### config.mk
export PLATFORM = sky130hd
export DESIGN_NAME = mole_field_ctrl_flat
export DESIGN_NICKNAME = d
export VERILOG_FILES = /design/src/rtl/mole_field_if.sv /design/src/rtl/mole_field_ctrl.sv /design/src/flat_wrapper.sv
export SDC_FILE = /design/constraint.sdc
export NUM_CORES = 1
export LEC_CHECK = 0
export CORE_ASPECT_RATIO = 0.5
export CORE_MARGIN = 2
export CORE_UTILIZATION = 54
export CTS_CLUSTER_DIAMETER = 60
export CTS_CLUSTER_SIZE = 40
export DETAILED_ROUTE_END_ITERATION = 8
export GPL_TIMING_DRIVEN = 0
export PLACE_DENSITY = 0.79
export SYNTH_ARGS = -nofsm -noshare
export SYNTH_HDL_FRONTEND = slang
export SYNTH_SLANG_ARGS = --single-unit
### constraint.sdc
create_clock -name CLOCK_50 -period 3.5 [get_ports CLOCK_50]
set_clock_uncertainty 0.15 [all_clocks]
set_input_delay 0.35 -clock CLOCK_50 [delete_from_list [all_inputs] [get_ports CLOCK_50]]
set_output_delay 0.35 -clock CLOCK_50 [all_outputs]
set_load 0.02 [all_outputs]
### src/rtl/mole_field_if.sv
// Renderer-facing bundle of mole_field_ctrl: tick/enable/button inputs and the
// registered position, score and total buses.
interface mole_field_if;
   logic        tick_40;
   logic        game_en;
   logic [7:0]  whack;
   logic [39:0] mole_positions;
   logic [15:0] score;
   logic [15:0] total;
   logic        busy;

   modport master (
      output tick_40, game_en, whack,
      input  mole_positions, score, total, busy
   );

   modport slave (
      input  tick_40, game_en, whack,
      output mole_positions, score, total, busy
   );
endinterface

### src/rtl/mole_field_ctrl.sv
// Whack-a-mole game logic: eight pop-up hole FSMs, LFSR-driven spawning,
// synchronised whack crediting and saturating 4-digit BCD hit/spawn counters.
module mole_field_ctrl #(
   parameter logic [4:0]  MAX_SHIFT   = 5'd19,
   parameter logic [7:0]  UP_TICKS    = 8'd40,
   parameter logic [7:0]  SPAWN_TICKS = 8'd30,
   parameter logic [4:0]  HIT_MIN     = 5'd4,
   parameter logic [15:0] LFSR_SEED   = 16'hACE1
) (
   input  logic         CLOCK_50,
   input  logic         resetn,
   mole_field_if.slave  mf
);

   localparam int unsigned N_HOLES = 8;
   localparam int unsigned HOLE_W  = 3;
   localparam int unsigned HGT_W   = 5;
   localparam int unsigned HOLD_W  = 8;
   localparam int unsigned BCD_W   = 16;

   typedef enum logic [1:0] {
      IDLE    = 2'd0,
      RISING  = 2'd1,
      UP      = 2'd2,
      FALLING = 2'd3
   } hole_state_e;

   hole_state_e [N_HOLES-1:0]            state_q, state_d;
   logic        [N_HOLES-1:0][HGT_W-1:0]  height_q, height_d;
   logic        [N_HOLES-1:0][HOLD_W-1:0] hold_q, hold_d;
   logic                                  busy_q, busy_c;
   logic        [BCD_W-1:0]               score_q, total_q;
   logic        [HOLD_W-1:0]              spawn_cnt_q;
   logic        [15:0]                    lfsr_q;
   logic        [N_HOLES-1:0]             whack_s1_q, whack_s2_q, whack_prev_q;

   logic               step;
   logic               spawn_go;
   logic               spawn_ok;
   logic [HOLE_W-1:0]  spawn_hole;
   logic [N_HOLES-1:0] whack_edge;
   logic [N_HOLES-1:0] hit_ok;
   logic [N_HOLES-1:0] hit_sel;

   // Saturating BCD increment; 9999 is sticky.
   function automatic logic [BCD_W-1:0] bcd_inc(input logic [BCD_W-1:0] v);
      logic [BCD_W-1:0] r;
      logic             carry;
      r     = v;
      carry = 1'b1;
      if (v != 16'h9999) begin
         for (int d = 0; d < 4; d++) begin
            if (carry) begin
               if (r[4*d +: 4] == 4'd9) begin
                  r[4*d +: 4] = 4'd0;
               end else begin
                  r[4*d +: 4] = r[4*d +: 4] + 4'd1;
                  carry       = 1'b0;
               end
            end
         end
      end
      return r;
   endfunction

   assign step       = mf.tick_40 & mf.game_en;
   assign spawn_go   = step && (spawn_cnt_q == '0);
   assign spawn_hole = lfsr_q[HOLE_W-1:0];
   assign spawn_ok   = spawn_go && (state_q[spawn_hole] == IDLE);
   assign whack_edge = whack_s2_q & ~whack_prev_q;

   always_comb begin
      hit_ok = '0;
      for (int i = 0; i < N_HOLES; i++) begin
         hit_ok[i] = whack_edge[i] & mf.game_en & (state_q[i] != IDLE) &
                     (height_q[i] >= HIT_MIN);
      end
   end

   // Lowest-index valid hit wins; the remaining edges are dropped.
   assign hit_sel = hit_ok & (~hit_ok + N_HOLES'(1));

   // Per-hole next state; a hit beats both spawn and tick movement.
   always_comb begin
      state_d  = state_q;
      height_d = height_q;
      hold_d   = hold_q;
      busy_c   = 1'b0;
      for (int i = 0; i < N_HOLES; i++) begin
         if (hit_sel[i]) begin
            state_d[i]  = IDLE;
            height_d[i] = '0;
         end else if (spawn_ok && (spawn_hole == HOLE_W'(i))) begin
            state_d[i]  = RISING;
            height_d[i] = HGT_W'(1);
         end else if (step) begin
            case (state_q[i])
               RISING: begin
                  height_d[i] = height_q[i] + HGT_W'(1);
                  if (height_q[i] >= MAX_SHIFT - HGT_W'(1)) begin
                     state_d[i] = UP;
                     hold_d[i]  = UP_TICKS - HOLD_W'(1);
                  end
               end
               UP: begin
                  if (hold_q[i] == '0) state_d[i] = FALLING;
                  else                 hold_d[i]  = hold_q[i] - HOLD_W'(1);
               end
               FALLING: begin
                  height_d[i] = height_q[i] - HGT_W'(1);
                  if (height_q[i] <= HGT_W'(1)) begin
                     state_d[i]  = IDLE;
                     height_d[i] = '0;
                  end
               end
               default: ;
            endcase
         end
         busy_c = busy_c | (state_d[i] != IDLE);
      end
   end

   always_ff @(posedge CLOCK_50) begin
      if (!resetn) begin
         for (int i = 0; i < N_HOLES; i++) state_q[i] <= IDLE;
         height_q     <= '0;
         hold_q       <= '0;
         busy_q       <= 1'b0;
         score_q      <= '0;
         total_q      <= '0;
         spawn_cnt_q  <= SPAWN_TICKS - HOLD_W'(1);
         lfsr_q       <= LFSR_SEED;
         whack_s1_q   <= '0;
         whack_s2_q   <= '0;
         whack_prev_q <= '0;
      end else begin
         state_q      <= state_d;
         height_q     <= height_d;
         hold_q       <= hold_d;
         busy_q       <= busy_c;
         lfsr_q       <= {lfsr_q[0] ^ lfsr_q[2] ^ lfsr_q[3] ^ lfsr_q[5], lfsr_q[15:1]};
         whack_s1_q   <= mf.whack;
         whack_s2_q   <= whack_s1_q;
         whack_prev_q <= whack_s2_q;
         if (step) spawn_cnt_q <= spawn_go ? SPAWN_TICKS - HOLD_W'(1) : spawn_cnt_q - HOLD_W'(1);
         if (spawn_ok) total_q <= bcd_inc(total_q);
         if (|hit_sel) score_q <= bcd_inc(score_q);
      end
   end

   assign mf.mole_positions = height_q;
   assign mf.score          = score_q;
   assign mf.total          = total_q;
   assign mf.busy           = busy_q;

endmodule

### src/flat_wrapper.sv
// flat-port wrapper written by rule: the top's interface ports become plain ports
module mole_field_ctrl_flat 
#(
   parameter logic [4:0]  MAX_SHIFT   = 5'd19,
   parameter logic [7:0]  UP_TICKS    = 8'd40,
   parameter logic [7:0]  SPAWN_TICKS = 8'd30,
   parameter logic [4:0]  HIT_MIN     = 5'd4,
   parameter logic [15:0] LFSR_SEED   = 16'hACE1
)
  (CLOCK_50, resetn, mf_tick_40, mf_game_en, mf_whack, mf_mole_positions, mf_score, mf_total, mf_busy);
  mole_field_if mf_i ();
  input  logic CLOCK_50;
  input  logic resetn;
  input wire logic [$bits(mf_i.tick_40)-1:0] mf_tick_40;
  input wire logic [$bits(mf_i.game_en)-1:0] mf_game_en;
  input wire logic [$bits(mf_i.whack)-1:0] mf_whack;
  output wire logic [$bits(mf_i.mole_positions)-1:0] mf_mole_positions;
  output wire logic [$bits(mf_i.score)-1:0] mf_score;
  output wire logic [$bits(mf_i.total)-1:0] mf_total;
  output wire logic [$bits(mf_i.busy)-1:0] mf_busy;
  assign mf_i.tick_40 = mf_tick_40;
  assign mf_i.game_en = mf_game_en;
  assign mf_i.whack = mf_whack;
  assign mf_mole_positions = mf_i.mole_positions;
  assign mf_score = mf_i.score;
  assign mf_total = mf_i.total;
  assign mf_busy = mf_i.busy;
  mole_field_ctrl #(.MAX_SHIFT(MAX_SHIFT), .UP_TICKS(UP_TICKS), .SPAWN_TICKS(SPAWN_TICKS), .HIT_MIN(HIT_MIN), .LFSR_SEED(LFSR_SEED)) u_core (.CLOCK_50(CLOCK_50), .resetn(resetn), .mf(mf_i));
endmodule
==> results of run 1 <==
## state kept, by name (all words and copies together) (netlist names)
signal,count
u_core.spawn_cnt_q,8
u_core.state_q,16
u_core.mf.score,16
u_core.mf.mole_positions,40
u_core.lfsr_q,16
u_core.whack_s1_q,8
u_core.whack_s2_q,8
u_core.hold_q,64
u_core.mf.busy,1
u_core.whack_prev_q,8
u_core.mf.total,16
## kinds of logic after synthesis
logic type	share of synthesized area, %
AOI/OAI and AO/OA	19.2
xor gates and xnor gates	2.85
adders and majority gates	8.79
buffers and inverters	4.50
DFF	34.5
muxes	1.47
and+or+nand+nor	28.7
## critical path: stages, from the launching register on
cell	delay, ps
dfxtp_1	350
clkbuf_1	200
nor3_1	520
nand2b_1	230
nand4_1	420
nor3b_4	450
a21oi_2	70
a2111o_1	470
o41a_1	450
## stage by stage
stage | instances | area [µm²] | power, µW | worst slack, ps | hold WS, ps
3_3_place_gp | 1827 | 12900 | 2520 | -1020 | 238
4_1_cts | 1847 | 13300 | 4170 | 32.5 | 283
6_report | 1852 | 13500 | 4160 | 71.1 | 282
2_1_floorplan | 1451 | 11700 | 2450 | 759 | 236
5_1_grt | 1852 | 13500 | 4260 | -19.3 | 290
3_5_place_dp | 1827 | 12900 | 2520 | -1090 | 257
## synthesized netlist by cell type, drive strengths merged, types with 9 or more instances
cell,instances
clkbuf,56
nor4bb,10
inv,70
dfxtp,201
nand2b,35
ha,82
nand3b,10
o22ai,10
nor2,184
and2,51
a32oi,14
nor3b,10
nor4,21
or3,17
or4,9
nor3,47
a31oi,22
a211oi,27
nor2b,17
xor2,12
nand2,132
a21oi,105
a22oi,13
nand4,17
o21ai,64
mux2i,16
nand3,39
a311oi,20
xnor2,26
o31ai,10
## worst paths after layout
check             slack (ps)                end  depth (start not counted)
hold / removal           280  u_core.lfsr_q[11]                          1
setup reg to reg          70     u_core.mf.busy                          8
setup / recovery          70     u_core.mf.busy                          8
hold reg to reg          280  u_core.lfsr_q[11]                          1
## area by class of cell
class	instances	area, µm²
fill	1755	7430
timing repair buffer	89	878
clock inverter	5	78.8
buffer	64	273
clock buffer	15	353
sequential	201	4020
tap	292	365
multi-input combinational	1116	7220
inverter	70	263
## layer usage
layer	share of wire, %	up-vias	track usage, %
met5	0	-	0
met4	2.7	0	9.00
met3	9.0	67	5.17
met2	44	473	43.4
met1	44	5389	38.1
li1	-	5351	-
## timing repair
| item | 4_1_cts | 5_1_grt |
|---|---|---|
| endpoints found under the hold margin | 0 | 0 |
| buffers inserted | 0 | 5 |
| gates resized for setup | 3 | 20 |
| setup endpoints to repair | 39 | 50 |
## report_power, final
part	total [µW]	internal [µW]	leakage, µW	switching, µW
Clock	1670	818	0.000207	857
Combinational	162	45.3	0.00296	117
Sequential	2320	2310	0.00163	9.65
==> results by group, run 1 <==
Clock tree
  • Inserted Clock Buffers: 12
  • Clock Sinks: 201
  • Clk_lat worst skew: 490 ps
  • CTS Buffer Depth: 3
  • CTS tree: built
  • Htree depth: 1
  • Worst-path clk slew: 100 ps
  • CTS Hold Bufs: 0
  • Clk root buf: clkbuf_16

Cells and area
  • Final #Nets: 1648
  • N_diodes: 0
  • Share of layout cells above drive strength 1: 5.32%
  • Most common cell after layout, fill and taps aside: dfxtp_1
  • Post-Route Utilization: 64.4%
  • Commonest non-fill, non-tap cells in the layout: 201 x dfxtp_1, 184 x nor2_1, 132 x nand2_1
  • Area growth, synth to finish: 15.3%

STA
  • Tcrit/Tclk final: 98.0%
  • Final TNS setup: 0 ps
  • Period minus WS final: 3430 ps
  • Rel. slew slack: 19.5%
  • Max-slew violation count: 0
  • Final setup viols: 0
  • Hold Violations, Final: 0
  • Worst-Margin Slew: 1200 ps
  • Maximum clock frequency: 292 MHz

Hold path
  • Hold WC Path Type: register to register
  • Min-delay src: u_core.lfsr_q[12]

Detailed routing
  • Vias: 11300
  • Post-DRT Antenna Nets: 0
  • DR DRC count: 0
  • Vias/cell: 6.09
  • WL final: 32.3 mm
  • DR WL/cell: 17.4 µm
  • Initial drt markers: 1210
  • DRT Pass-1 Iters: 5

Setup path
  • Kind of critical path: register to register
  • CP startpoint: u_core.mf.mole_positions[7]
  • Crit path capture type: register
  • CP required: 3720 ps
  • WP data arrival: 3640 ps
  • CP max FO: 8
  • Critical Path Start Type: register
  • FF-to-FF Start: u_core.mf.mole_positions[7]

Synthesis
  • Ys Warns: 0
  • Yosys cell types: 79
  • Top cells by area, synth: dfxtp_1 34%, ha_1 8.8%, nor2_1 5.9%, a21oi_1 4.5%, nand2_1 4.2%
  • Post-synth ARST share: 0%
  • Post-Synthesis Cell Area: 0.0117 mm²
  • Synthesized flop and latch total: 201
  • EDFF count, synth: 0
  • Avg Cell Area, Syn: 8.04 µm²
  • Sequential share of the synthesized area: 34.5%
  • Post-synth top flop: dfxtp_1
  • Cell count after synthesis: 1451
  • Syn nets: 1545
  • Post-synth top area share: 34.5%
  • Area leader, netlist: dfxtp_1

Floorplanning
  • Starting Density: 55.9%
  • Die X: 212 µm
  • Num rows: 37
  • Chip height: 108 µm
  • Num ports: 85
  • Core area: 0.0209 mm²
  • DIE AREA: 0.0229 mm²

GRT
  • GRT Total Usage: 27.5%
  • Global-route wire length before repair: 51.0 mm
  • Congestion Overflow GR: 0
  • Largest net degree at the start of global routing: 28
  • Initial antenna violation count: 0
  • Number of global-route vias before repair: 10300

Placed design
  • Hpwl dp: 23.1 mm
  • Routability-driven placement congestion ratio: 0.955
  • Number of I/O port buffers: 84

Power and ir drop
  • Worst vdd ir: 281 µV
  • Pwr dens: 309 mW/mm²
  • Leak: 0.00480 µW

Run
  • Max cap viols: 0

Status
  • Status: finished clean
Note: power is estimated with default switching activity, not from simulation.
==> run 2, diff against run 1 <==
Settings changed: ABC_AREA set to 1.
==> results by group, run 2 <==
Status
  • Status: finished clean

Setup path
  • Critical path cell sequence: inv_1 -> ha_1 -> nor2_1 -> nand4_1 -> nand2_1 -> nor2_1 -> nand3_1 -> nand3_1 -> nand2_1 -> nor2_1 -> nand2_1 -> nor2_1 -> nor2_1
  • CP max stage delay: 390 ps
  • Crit path capture type: register
  • Crit path top cell by count: nor2_1
  • CP max FO: 5
  • Kind of critical path: register to register
  • WP buf/inv: 1
  • CP required: 3710 ps
  • WP data arrival: 2810 ps
  • CP delay by family, top: simple AND/OR/NAND/NOR gates
  • Critical Path Start Type: register
  • Slowest stage cell, crit path: dfxtp_1

Synthesis
  • Post-synth ARST share: 0%
  • Post-Synthesis Cell Area: 0.0123 mm²
  • EDFF count, synth: 0
  • Synthesized flop and latch total: 201
  • Post-synth top area share: 32.7%
  • Syn nets: 1869
  • Top cells by area, synth: dfxtp_1 33%, nand2_1 11%, ha_1 8.3%, nor2_1 7.3%, inv_1 6.9%
  • Area leader, netlist: dfxtp_1
  • Cell count after synthesis: 1775
  • Top post-synthesis cells by count: 371 x nand2_1, 238 x nor2_1, 225 x inv_1
  • Cell with the most instances after synthesis: nand2_1
  • Avg Cell Area, Syn: 6.94 µm²
  • Sequential share of the synthesized area: 32.7%
  • Ys Warns: 0
  • Yosys cell types: 56
  • Post-synth top flop: dfxtp_1

Cells and area
  • Max reg flops: 64
  • Post-Route Utilization: 63.9%
  • Register cell area after layout: 0.00402 mm²
  • Final #Nets: 1966
  • Area of the multi-input gates: 0.00716 mm²
  • Share of layout cells above drive strength 1: 7.61%
  • Most common cell after layout, fill and taps aside: nand2_1
  • Biggest register: u_core.hold_q
  • Commonest non-fill, non-tap cells in the layout: 371 x nand2_1, 238 x nor2_1, 225 x inv_1
  • Area growth, synth to finish: 14.2%
  • N_diodes: 0
  • # fillers: 2013

GRT
  • GRT Total Usage: 25.1%
  • Global-route wire length before repair: 50.0 mm
  • Number of global-route vias before repair: 10300
  • Initial antenna violation count: 0
  • Largest net degree at the start of global routing: 39
  • Congestion Overflow GR: 0

Floorplanning
  • Core area: 0.0220 mm²
  • Num rows: 38
  • Chip height: 111 µm
  • Die X: 218 µm
  • DIE AREA: 0.0241 mm²
  • Num ports: 85
  • Starting Density: 56.0%

STA
  • Final setup viols: 0
  • Tcrit/Tclk final: 74.2%
  • Worst-Margin Slew: 953 ps
  • Maximum clock frequency: 385 MHz
  • Hold Violations, Final: 0
  • Final TNS setup: 0 ps
  • Max-slew violation count: 0
  • RSZ-0062 raised after global routing: no
  • Rel. slew slack: 36.5%
  • Period minus WS final: 2600 ps

Detailed routing
  • Vias: 11500
  • WL final: 30.5 mm
  • DRT Pass-1 Iters: 5
  • Initial drt markers: 971
  • DR WL/cell: 14.0 µm
  • Vias/cell: 5.29
  • Post-DRT Antenna Nets: 0
  • DR DRC count: 0

Run
  • Max cap viols: 0

Clock tree
  • CTS tree: built
  • Clk_lat worst skew: 510 ps
  • Post CTS Setup Buffer Count: 0
  • Inserted Clock Buffers: 13
  • Clock Sinks: 201
  • Htree depth: 1
  • CTS Buffer Depth: 3
  • CTS Hold Bufs: 0
  • # resized after CTS: 0
  • Worst-path clk slew: 130 ps
  • Clk root buf: clkbuf_16

Placed design
  • Hpwl dp: 22.6 mm
  • Routability-driven placement congestion ratio: 0.910
  • Number of I/O port buffers: 82

Power and ir drop
  • Worst vdd ir: 266 µV
  • Leak: 0.00613 µW
  • Pwr dens: 310 mW/mm²

Hold path
  • Hold WC Path Type: input port to register
==> run 2: cell types whose count changed after synthesis, sizes merged, moves of 27 or more <==
cell,delta
and2,-50
clkbuf,-35
inv,+176
nand2,+267
nand2b,-35
nand3,+92
nor2,+73
o21ai,+27
==> run 2: layout make-up <==
cell class	instances	area share, %
multi-input combinational	1294	50.9
timing repair buffer	82	5.84
buffer	33	1.22
clock buffer	13	2.31
tap	300	2.67
inverter	247	6.83
clock inverter	9	1.60
sequential	201	28.6
==> run 2: metrics by stage <==
| step | hold slack [ps] | cell area, µm² | instances | power, µW | setup slack, ps |
|---|---|---|---|---|---|
| global route | 99.0 | 14100 | 2179 | 4510 | 686 |
| finish | 117 | 14100 | 2179 | 4360 | 903 |
| detailed placement | 247 | 13500 | 2157 | 2540 | 489 |
| floorplan | 240 | 12300 | 1775 | 2470 | 1440 |
| CTS | 106 | 14100 | 2179 | 4400 | 945 |
| global placement | 244 | 13500 | 2157 | 2540 | 502 |
==> run 2: routing by layer <==
| metal | wire [µm] | GRT usage (%) |
|---|---|---|
| met3 | 2160 | 3.87 |
| met2 | 13400 | 40.0 |
| met1 | 14500 | 35.8 |
| met5 | 0 | 0 |
| met4 | 463 | 5.02 |
==> run 2: cells by family after synthesis <==
family                     after synthesis  synth area share [%]
buffers and inverters                  280                  9.19
xor gates and xnor gates                52                  3.70
and+or+nand+nor                        886                  33.3
adders and majority gates               82                  8.33
AOI/OAI and AO/OA                      274                  12.9
DFF                                    201                  32.7
==> run 2: worst paths after layout <==
check        depth (start not counted)                    to  slack [ps]            startpoint
max                                 13        u_core.mf.busy         900     u_core.state_q[7]
min                                  3      u_core.hold_q[3]         120                resetn
max reg2reg                         13        u_core.mf.busy         900     u_core.state_q[7]
min reg2reg                          2  u_core.whack_s2_q[1]         280  u_core.whack_s1_q[1]
==> run 2: tightest hold or removal path: cells and delay by family <==
family / cells / cell delay [ps]
compound gates: 1 / 140
buf+inv: 1 / 200
simple gates: 1 / 60
==> run 2: power breakdown <==
group,switching (µW),total (µW),leakage (µW),internal (µW)
clock network,1060,1870,0.000250,814
logic,124,170,0.00425,46.3
registers,8.79,2320,0.00163,2310
